===== config.mk =====
export PLATFORM = sky130hd
export DESIGN_NAME = knn_query_issuer
export DESIGN_NICKNAME = d
export VERILOG_FILES = /design/src/rtl/knn_pkg.sv /design/src/rtl/knn_track_buf.sv /design/src/rtl/knn_query_issuer.sv
export SDC_FILE = /design/constraint.sdc
export NUM_CORES = 1
export LEC_CHECK = 0
export CORE_AREA = 2 2 287 289
export DETAILED_ROUTE_END_ITERATION = 16
export DIE_AREA = 0 0 289 291
export PLACE_DENSITY = 0.68
export SYNTH_ARGS = -nofsm -noshare
export SYNTH_HDL_FRONTEND = slang
export SYNTH_HIERARCHICAL = 1
export SYNTH_SLANG_ARGS = --single-unit

===== constraint.sdc =====
create_clock -name clk -period 4.25 [get_ports clk]
set_input_delay 1.0625 -clock clk [delete_from_list [all_inputs] [get_ports clk]]
set_output_delay 1.0625 -clock clk [all_outputs]
set_load 0.01 [all_outputs]

===== src/rtl/knn_pkg.sv =====
// Shared widths and types for the kNN query issuer and its tracking buffer.
package knn_pkg;

    localparam int DATA_W    = 64;
    localparam int NUM_SV    = 8;
    localparam int IDX_W     = 3;
    localparam int TAG_W     = 8;
    localparam int RES_DEPTH = 16;

    typedef logic [IDX_W-1:0] sv_idx_t;

    typedef struct packed {
        logic [TAG_W-1:0] tag;
        sv_idx_t          addr_1st;
        sv_idx_t          addr_2nd;
    } res_entry_t;

endpackage


===== src/rtl/knn_track_buf.sv =====
// Three-pointer circular buffer: alloc reserves a slot with its tag, comp fills
// in the dist_sort result, rd retires the head. Pointer MSB marks wrap.
module knn_track_buf
    import knn_pkg::*;
#(
    parameter int DEPTH = RES_DEPTH
) (
    input  logic             clk,
    input  logic             rst_n,
    input  logic             i_alloc,
    input  logic [TAG_W-1:0] i_alloc_tag,
    input  logic             i_comp,
    input  sv_idx_t          i_comp_a1,
    input  sv_idx_t          i_comp_a2,
    input  logic             i_rd,
    output logic             o_full,
    output logic             o_inflight_nz,
    output logic             o_valid,
    output res_entry_t       o_head
);

    localparam int AW = $clog2(DEPTH);
    localparam int PW = AW + 1;

    logic [PW-1:0] r_alloc;
    logic [PW-1:0] r_comp;
    logic [PW-1:0] r_rd;
    logic [PW-1:0] w_occ;
    logic [PW-1:0] w_infl;
    logic          w_alloc_ok;
    logic          w_comp_ok;
    logic          w_rd_ok;
    res_entry_t    r_mem [DEPTH];

    // Modulo-2^PW subtraction gives correct counts across wrap.
    assign w_occ         = r_alloc - r_rd;
    assign w_infl        = r_alloc - r_comp;
    assign o_full        = (w_occ == PW'(DEPTH));
    assign o_inflight_nz = (w_infl != '0);
    assign o_valid       = (r_comp != r_rd);
    assign o_head        = r_mem[r_rd[AW-1:0]];

    assign w_alloc_ok = i_alloc & ~o_full;
    assign w_comp_ok  = i_comp & o_inflight_nz;
    assign w_rd_ok    = i_rd & o_valid;

    always_ff @(posedge clk or negedge rst_n) begin
        if (!rst_n) begin
            r_alloc <= '0;
            r_comp  <= '0;
            r_rd    <= '0;
            for (int i = 0; i < DEPTH; i++) begin
                r_mem[i] <= '0;
            end
        end else begin
            if (w_alloc_ok) begin
                r_mem[r_alloc[AW-1:0]].tag <= i_alloc_tag;
                r_alloc                    <= r_alloc + PW'(1);
            end
            if (w_comp_ok) begin
                r_mem[r_comp[AW-1:0]].addr_1st <= i_comp_a1;
                r_mem[r_comp[AW-1:0]].addr_2nd <= i_comp_a2;
                r_comp                         <= r_comp + PW'(1);
            end
            if (w_rd_ok) begin
                r_rd <= r_rd + PW'(1);
            end
        end
    end

endmodule


===== src/rtl/knn_query_issuer.sv =====
// Front end for dist_sort: owns the search-vector bank, issues tagged queries
// under credit control and returns results in issue order.
module knn_query_issuer
    import knn_pkg::*;
(
    input  logic                     clk,
    input  logic                     rst_n,
    input  logic                     sv_wr_en,
    input  sv_idx_t                  sv_wr_idx,
    input  logic [DATA_W-1:0]        sv_wr_data,
    output logic                     sv_wr_ready,
    input  logic                     q_valid,
    output logic                     q_ready,
    input  logic [DATA_W-1:0]        q_data,
    input  logic [TAG_W-1:0]         q_tag,
    output logic                     ds_in_valid,
    output logic [DATA_W-1:0]        ds_query,
    output logic [NUM_SV*DATA_W-1:0] ds_search,
    input  logic                     ds_out_valid,
    input  sv_idx_t                  ds_addr_1st,
    input  sv_idx_t                  ds_addr_2nd,
    output logic                     r_valid,
    input  logic                     r_ready,
    output logic [TAG_W-1:0]         r_tag,
    output sv_idx_t                  r_addr_1st,
    output sv_idx_t                  r_addr_2nd,
    output logic                     busy,
    output logic                     err_unexpected
);

    logic              r_run;
    logic              r_ds_valid;
    logic [DATA_W-1:0] r_ds_query;
    logic              r_err;
    logic              w_full;
    logic              w_infl_nz;
    logic              w_fire;
    logic              w_wr_fire;
    res_entry_t        w_head;

    // Handshakes stay closed while reset is held and until the first edge after release.
    assign q_ready     = r_run & ~w_full & ~sv_wr_en;
    assign w_fire      = q_valid & q_ready;
    assign sv_wr_ready = r_run & ~w_infl_nz & ~w_fire;
    assign w_wr_fire   = sv_wr_en & sv_wr_ready;

    assign busy           = w_infl_nz;
    assign err_unexpected = r_err;
    assign ds_in_valid    = r_ds_valid;
    assign ds_query       = r_ds_query;

    assign r_tag      = w_head.tag;
    assign r_addr_1st = w_head.addr_1st;
    assign r_addr_2nd = w_head.addr_2nd;

    for (genvar gi = 0; gi < NUM_SV; gi++) begin : g_bank
        logic [DATA_W-1:0] r_entry;

        always_ff @(posedge clk or negedge rst_n) begin
            if (!rst_n) begin
                r_entry <= '0;
            end else if (w_wr_fire && (sv_wr_idx == sv_idx_t'(gi))) begin
                r_entry <= sv_wr_data;
            end
        end

        assign ds_search[gi*DATA_W +: DATA_W] = r_entry;
    end

    always_ff @(posedge clk or negedge rst_n) begin
        if (!rst_n) begin
            r_run      <= 1'b0;
            r_ds_valid <= 1'b0;
            r_ds_query <= '0;
            r_err      <= 1'b0;
        end else begin
            r_run      <= 1'b1;
            r_ds_valid <= w_fire;
            if (w_fire) begin
                r_ds_query <= q_data;
            end
            // dist_sort cannot be stalled, so a result with no owner is only flagged.
            if (ds_out_valid && !w_infl_nz) begin
                r_err <= 1'b1;
            end
        end
    end

    knn_track_buf #(
        .DEPTH(RES_DEPTH)
    ) u_track_buf (
        .clk          (clk),
        .rst_n        (rst_n),
        .i_alloc      (w_fire),
        .i_alloc_tag  (q_tag),
        .i_comp       (ds_out_valid),
        .i_comp_a1    (ds_addr_1st),
        .i_comp_a2    (ds_addr_2nd),
        .i_rd         (r_ready),
        .o_full       (w_full),
        .o_inflight_nz(w_infl_nz),
        .o_valid      (r_valid),
        .o_head       (w_head)
    );

endmodule


==> results.md, run 1 <==
- Sequential fraction of the synthesis area: 62.4%
- DRC: 0
- Max Slew Vio Count: 0
- Main synth FF type: dfrtp_1
- Starting Density: between 40% and 50%
- CTS Hold Bufs: 0
- Mapped Area: between 30000 and 40000 um^2
- Via-per-instance ratio: about 5.5
- Crit-path max FO: 28
- Async SR Flop Fraction: between 90% and 100%
- CP top delay family: buffers and inverters
- Die area: ~84000 um^2
- Startpoint class of the critical path: flip-flop
- Power per cell area: around 660 nW/um^2
- Initial antenna violation count: 11
- Routability cong.: slightly below 0.9
- Syn nets: roughly 2200
- Pin count of the biggest net entering global routing: 79
- Crit Path Class: reg2out
- Post-DRT Antenna Nets: 0
- Sw frac: between 30% and 40%
- Worst R2R Start: u_track_buf/r_comp[2]$_DFFE_PN0P_
- Crit path cell chain: buf_6 -> mux4_2 -> nand2_1 -> and3_1 -> a31oi_1 -> clkdlybuf4s50_1
- Slowest stage cell, crit path: mux4_2
- GRT Total Usage: a little over a quarter
- Placed cell count: around 3800
- Worst setup margin: 0.149 ns
- Synth warn: 6
- CTS buffer count: 88
- DR vias: about 22000
- Pint: 20.3 mW
- RSZ-0062 raised after global routing: no
- Top cells by count, synth: dfrtp_1 (818), mux2_2 (615), o2bb2ai_1 (128), nand2_1 (99)
- TritonCTS clock tree: done
- Highest clock rate: 0.244 GHz
- Port Buf Inserts: between 700 and 800
- Peak supply drop: roughly 0.4 mV
- Critical Path RT: approximately 3.2 ns
- Dpl hpwl: ~80000 um
- First DRT Iteration DRCs: approximately 1600
- Area leader, netlist: dfrtp_1
- Least-Margin Pin Slew: about 1 ns
- Share of post-route cells with drive strength above 1: 33.0%
- First-pass GRT wire length: around 170000 um
- Static Leak: approximately 20 nW
- H-tree Lvls: 3
- Root Driver: clkbuf_16
- DRT Pass-1 Iters: 7
- Crit path depth: 6
- Clk Latency, worst-skew pair: 0.65 ns
- DR WL/cell: 28.6 um
- Synth top area share: between 60 and 70%
- # IOs: 747
- Critical path capture point type: output pin
- Unique masters post-synth: 40
- Global route overflow: 0
- Max-Slew Margin vs Limit: between 30% and 40%
- Synthesized flop and latch total: around 820
- Area Overhead vs Synth: 36.6%
- Cell count after synthesis: roughly 2100
- Final Hold Viols: 0
- Worst path arrival time: between 3 and 4 ns
- Finished Layout Cells: 3982
- CP Buf/Inv Count: 2
- Status: completed
- Total Wirelength: between 100000 and 150000 um
- Reg-to-reg slack, setup: 0.27 ns
- Clock power frac: between 20% and 30%
- Vias in the first global route: about 24000
- Combinational Power Share: between 30% and 40%
- Crit path from: u_track_buf/r_rd[0]$_DFFE_PN0P_
- Crit Reg-Reg Endpoint: g_bank[0].r_entry[7]$_DFFE_PN0P_
- Min cycle time layout: 4.10 ns
- Hold Crit Class: in2async
- Mean Syn Cell Area: between 15 and 20 um^2
- Clock Path Buffers: 3
- Crit-path max cell delay: ~0.57 ns
- Count of final setup violators: 0
- CTS Sinks: between 800 and 900
- Number of synthesized flops with an enable pin: 0
- Pre-CTS WS: -0.00255 ns
- Psw: 9.28 mW
- Sequential share of power: about two fifths
- DIE HEIGHT: slightly below 300 um
- Nets: about 3000
- Most common cell in the netlist: dfrtp_1
- Worst r2r path cells: 11
- Worst setup path end: r_addr_1st[2]
- Number of max-cap violations: 0
- Chip Width: approximately 290 um
- Core Region: slightly above 80000 um^2
- Clk slew on worst S/H paths: 0.06 ns
- Worst Skew: ~0.04 ns
- Rows: 105
- Final period util: a little over nine tenths
- Ranking of synthesized cells by area: dfrtp_1 (62%), mux2_2 (21%), mux4_2 (3.8%), o2bb2ai_1 (3.4%), mux2_4 (2.7%)
-- flip-flops by register name, indices dropped and copies added (netlist names) --
| signal | count |
|---|---|
| ds_in_valid | 1 |
| u_track_buf/r_mem | 224 |
| u_track_buf/r_rd | 5 |
| g_bank.r_entry | 512 |
| ds_query | 64 |
| err_unexpected | 1 |
| r_run | 1 |
| u_track_buf/r_comp | 5 |
| u_track_buf/r_alloc | 5 |
-- power groups by stage --
stage / clock network, mW / registers, mW / logic, mW
after global placement: 0 / 11.4 / 10.2
after CTS: 7.92 / 11.4 / 10.4
after detailed placement: 0 / 11.5 / 10.4
final: 7.76 / 11.4 / 10.4
after floorplan: 0 / 11.9 / 4.33
after global routing: 8.26 / 11.7 / 10.9
-- timing repair --
action | in CTS | in global routing
buffers inserted | 0 | 0
pin swaps | 0 | 1
endpoints found under the setup margin | 10 | 2
resized for setup | 7 | 2
-- cells in the final DEF, fill, tap and decap left out, types with 4 or more instances in the layout --
cell type / n
a31oi_1: 13
and3_1: 16
buf_12: 14
buf_4: 51
bufinv_16: 6
clkbuf_1: 20
clkbuf_16: 89
clkbuf_8: 15
clkdlybuf4s50_1: 743
clkinv_2: 17
dfrtp_1: 816
diode_2: 4
ha_1: 17
inv_1: 12
mux2_2: 615
mux2_4: 60
mux4_2: 56
nand2_1: 99
nand3_1: 13
nand4_1: 14
nor2_1: 6
nor2_4: 4
nor3_4: 6
nor4_1: 5
o2bb2ai_1: 128
or4_1: 4
xnor2_1: 18
xor2_1: 5
-- worst min-delay path by stage --
stage                                               endpoint                                from  depth (start not counted)  slack, ns
after global placement            err_unexpected$_DFFE_PN0P_          err_unexpected$_DFFE_PN0P_                          1       0.45
after CTS                   u_track_buf/r_mem[4]$_DFFE_PN0P_                               rst_n                          1       0.44
after floorplan           u_track_buf/r_mem[132]$_DFFE_PN0P_  u_track_buf/r_mem[132]$_DFFE_PN0P_                          1       0.45
after detailed placement          err_unexpected$_DFFE_PN0P_          err_unexpected$_DFFE_PN0P_                          1       0.46
after global routing        u_track_buf/r_mem[4]$_DFFE_PN0P_                               rst_n                          1       0.44
final                       u_track_buf/r_mem[4]$_DFFE_PN0P_                               rst_n                          1       0.43
-- layer usage --
layer  GRT usage, %  vias up  wire (um)
met3           9.51      221      10300
met5              0        -         27
met4           8.46        4       3770
met1           33.9    11600      44700
li1               -     9076          -
met2           44.1      861      55300
-- kinds of logic after synthesis --
family / after synthesis / synth area share (%)
AOI/OAI and AO/OA: 147 / 3.80
and+or+nand+nor: 187 / 3.06
other: 1 / 0.0114
adders and majority gates: 17 / 0.648
buffers and inverters: 131 / 1.81
DFF: 818 / 62.4
xor gates and xnor gates: 23 / 0.614
muxes: 731 / 27.7
-- worst reg2reg max path: stages, from the launching register on --
cell     delay, ns
dfrtp_1       0.32
buf_4         0.19
inv_1         0.17
ha_1          0.22
nor3b_1       0.25
xnor2_1       0.14
nor4b_4       0.30
inv_2         0.12
or3b_1        0.54
or4b_4        0.55
buf_12        0.20
mux2_4        0.83
-- metrics by stage --
| stage | cell area (um^2) | power, mW | TNS (ns) | util [%] | hold slack [ns] |
|---|---|---|---|---|---|
| 3_3_place_gp | 41800 | 21.6 | -0.0695 | 51.5 | 0.448 |
| 3_5_place_dp | 41800 | 21.9 | -0.00255 | 51.5 | 0.457 |
| 6_report | 44800 | 29.6 | 0 | 55.2 | 0.432 |
| 2_1_floorplan | 32800 | 16.2 | 0 | - | 0.451 |
| 5_1_grt | 44800 | 30.9 | 0 | 55.2 | 0.436 |
| 4_1_cts | 44800 | 29.8 | 0 | 55.2 | 0.436 |
-- area by class of cell --
| type | count | area [um^2] |
|---|---|---|
| antenna | 4 | 10.0 |
| clock buffer | 124 | 2510 |
| inverter | 13 | 48.8 |
| tap | 1070 | 1340 |
| timing repair buffer | 813 | 8160 |
| clock inverter | 34 | 442 |
| fill | 6527 | 36400 |
| multi-input combinational | 1106 | 11800 |
| sequential | 818 | 20500 |
Power figures use the tool's default switching activity.
==> run 2: changes to the inputs <==
Settings changed: SLEW_MARGIN set to 20.
==> results of run 2 <==
Final layout, timing and power as in run 1 (identical DEF).
==> run 3: changes to the inputs <==
Settings changed: CAP_MARGIN set to 40, CORE_AREA 2 2 287 289 to not set, CORE_ASPECT_RATIO set to 0.5, CORE_MARGIN set to 1.5, CORE_UTILIZATION set to 46, DIE_AREA 0 0 289 291 to not set, PLACE_DENSITY 0.68 to 0.76.
==> results.md, run 3 (synthesized netlist as in run 1, its figures left out) <==
- Status: completed
- Static Leak: between 20 and 25 nW
- Hold Crit Class: in2async
- Pin count of the biggest net entering global routing: 94
- Crit-path max FO: 30
- Max FFs per register: just over 500
- Nets: roughly 3000
- Port Buf Inserts: between 700 and 800
- Commonest non-fill, non-tap cell in the layout: dfrtp_1
- Worst setup margin: about 0.18 ns
- Post-DRT Antenna Nets: 0
- Critical Path RT: ~3.2 ns
- Via-per-instance ratio: 5.54
- Die area: between 70000 and 80000 um^2
- Power Total: roughly 29 mW
- Initial antenna violation count: 7
- Finished Layout Cells: 3824
- Dpl hpwl: around 70000 um
- Final Hold Viols: 0
- RSZ-0062 raised after global routing: no
- Clock Path Buffers: 3
- CTS buffer count: 73
- Area Overhead vs Synth: 34.9%
- Core Region: approximately 70000 um^2
- Most frequent cells in the layout: dfrtp_1 (814), clkdlybuf4s50_1 (744), mux2_2 (615)
- Least-Margin Pin Slew: 0.932 ns
- DRC: 0
- Crit path from: u_track_buf/r_rd[0]$_DFFE_PN0P_
- Peak supply drop: between 0.4 and 0.5 mV
- Max Slew Vio Count: 0
- First DRT Iteration DRCs: between 1000 and 1500
- TritonCTS clock tree: done
- Chip Width: roughly 380 um
- Post-route setup TNS: 0 ns
- Worst R2R Start: u_track_buf/r_comp[3]$_DFFE_PN0P_
- Global route overflow: 0
- Min cycle time layout: 4.07 ns
- Pre-CTS WS: around 0.38 ns
- First-pass GRT wire length: roughly 150000 um
- Top reg by flops: g_bank.r_entry
- Highest clock rate: 0.246 GHz
- Placed cell count: 3690
- Crit Path Class: reg2out
- Starting Density: between 40% and 50%
- Root Driver: clkbuf_16
- Max-Slew Margin vs Limit: 37.8%
- DR vias: roughly 21000
- Final period util: a little over nine tenths
- Postcts setup bufs: 0
- DR WL/cell: 26.4 um
- Clk Latency, worst-skew pair: roughly 0.64 ns
- Critical path capture point type: output pin
- Worst path arrival time: roughly 3.0 ns
- Total Wirelength: 101000 um
- CTS Hold Bufs: 0
- Routability cong.: ~0.9
- DRT Pass-1 Iters: 5
- Count of final setup violators: 0
- Final core occ: a little under two thirds
- Worst r2r path cells: 11
- Number of max-cap violations: 0
- # IOs: roughly 750
- Clk slew on worst S/H paths: 0.06 ns
- Vias in the first global route: 22100
- CTS Sinks: 818
- DIE HEIGHT: between 150 and 200 um
- Share of post-route cells with drive strength above 1: between 30% and 40%
- H-tree Lvls: 3
- Startpoint class of the critical path: flip-flop
- Power per cell area: between 600 and 700 nW/um^2
- GRT Total Usage: 27.4%
- Worst Skew: around 0.023 ns
- Rows: between 60 and 70
==> run 3: cell count changes in the layout (fill, tap and decap cells not counted), moves of 3 or more <==
cell       previous run  this run
buf_12               14        19
buf_16                0         3
buf_4                51        40
clkbuf_1             20        16
clkbuf_16            89        77
clkinv_16             3         0
clkinv_2             17         7
==> run 3: layer usage <==
metal	global-route usage, %	part of all wire (%)	up-vias
li1	-	-	9035
met3	5.68	5.0	227
met4	11.4	4.2	0
met5	0	0	-
met1	35.6	41	11300
met2	45.2	50	655
==> run 3: path summary, 6_finish.rpt <==
check                                                    endpoint  slack, ns
min in group clk                       err_unexpected$_DFFE_PN0P_       0.48
max in group asynchronous       g_bank[0].r_entry[20]$_DFFE_PN0P_       2.68
worst max-delay path                                r_addr_2nd[2]       0.18
worst max register to register  g_bank[0].r_entry[26]$_DFFE_PN0P_       0.51
worst min register to register         err_unexpected$_DFFE_PN0P_       0.48
worst min-delay path            g_bank[7].r_entry[45]$_DFFE_PN0P_       0.47
==> run 3: worst max-delay path, stage by stage, from the launching register on <==
cell,delay [ns]
dfrtp_4,0.53
buf_16,0.21
mux4_2,0.38
nand2_1,0.05
and3_1,0.22
a31oi_1,0.27
clkdlybuf4s50_1,0.65
==> run 3: metrics by stage <==
step	area, um^2	hold WS [ns]
after floorplan	32800	0.451
after global routing	44300	0.499
after global placement	41700	0.461
final	44300	0.470
after detailed placement	41700	0.468
after CTS	44200	0.472
==> run 3: cell type report <==
cell class / instances / area (um^2)
diodes: 6 / 15.0
clock buffers: 109 / 2200
clock inverters: 17 / 279
fillers: 5209 / 25500
inverters: 13 / 48.8
multi-input cells: 1106 / 11800
flip-flops and latches: 818 / 20500
well taps: 945 / 1180
repair buffers: 810 / 8270
==> run 3: power by group <==
group | switching [mW] | internal, mW
Sequential | 1.34 | 10.1
Clock | 2.94 | 4.00
Combinational | 4.46 | 5.72
==> run 3: what timing repair did <==
action	CTS	global route
setup endpoints to repair	1	6
endpoints found under the hold margin	0	0
gates cloned	0	1
resized for setup	3	2
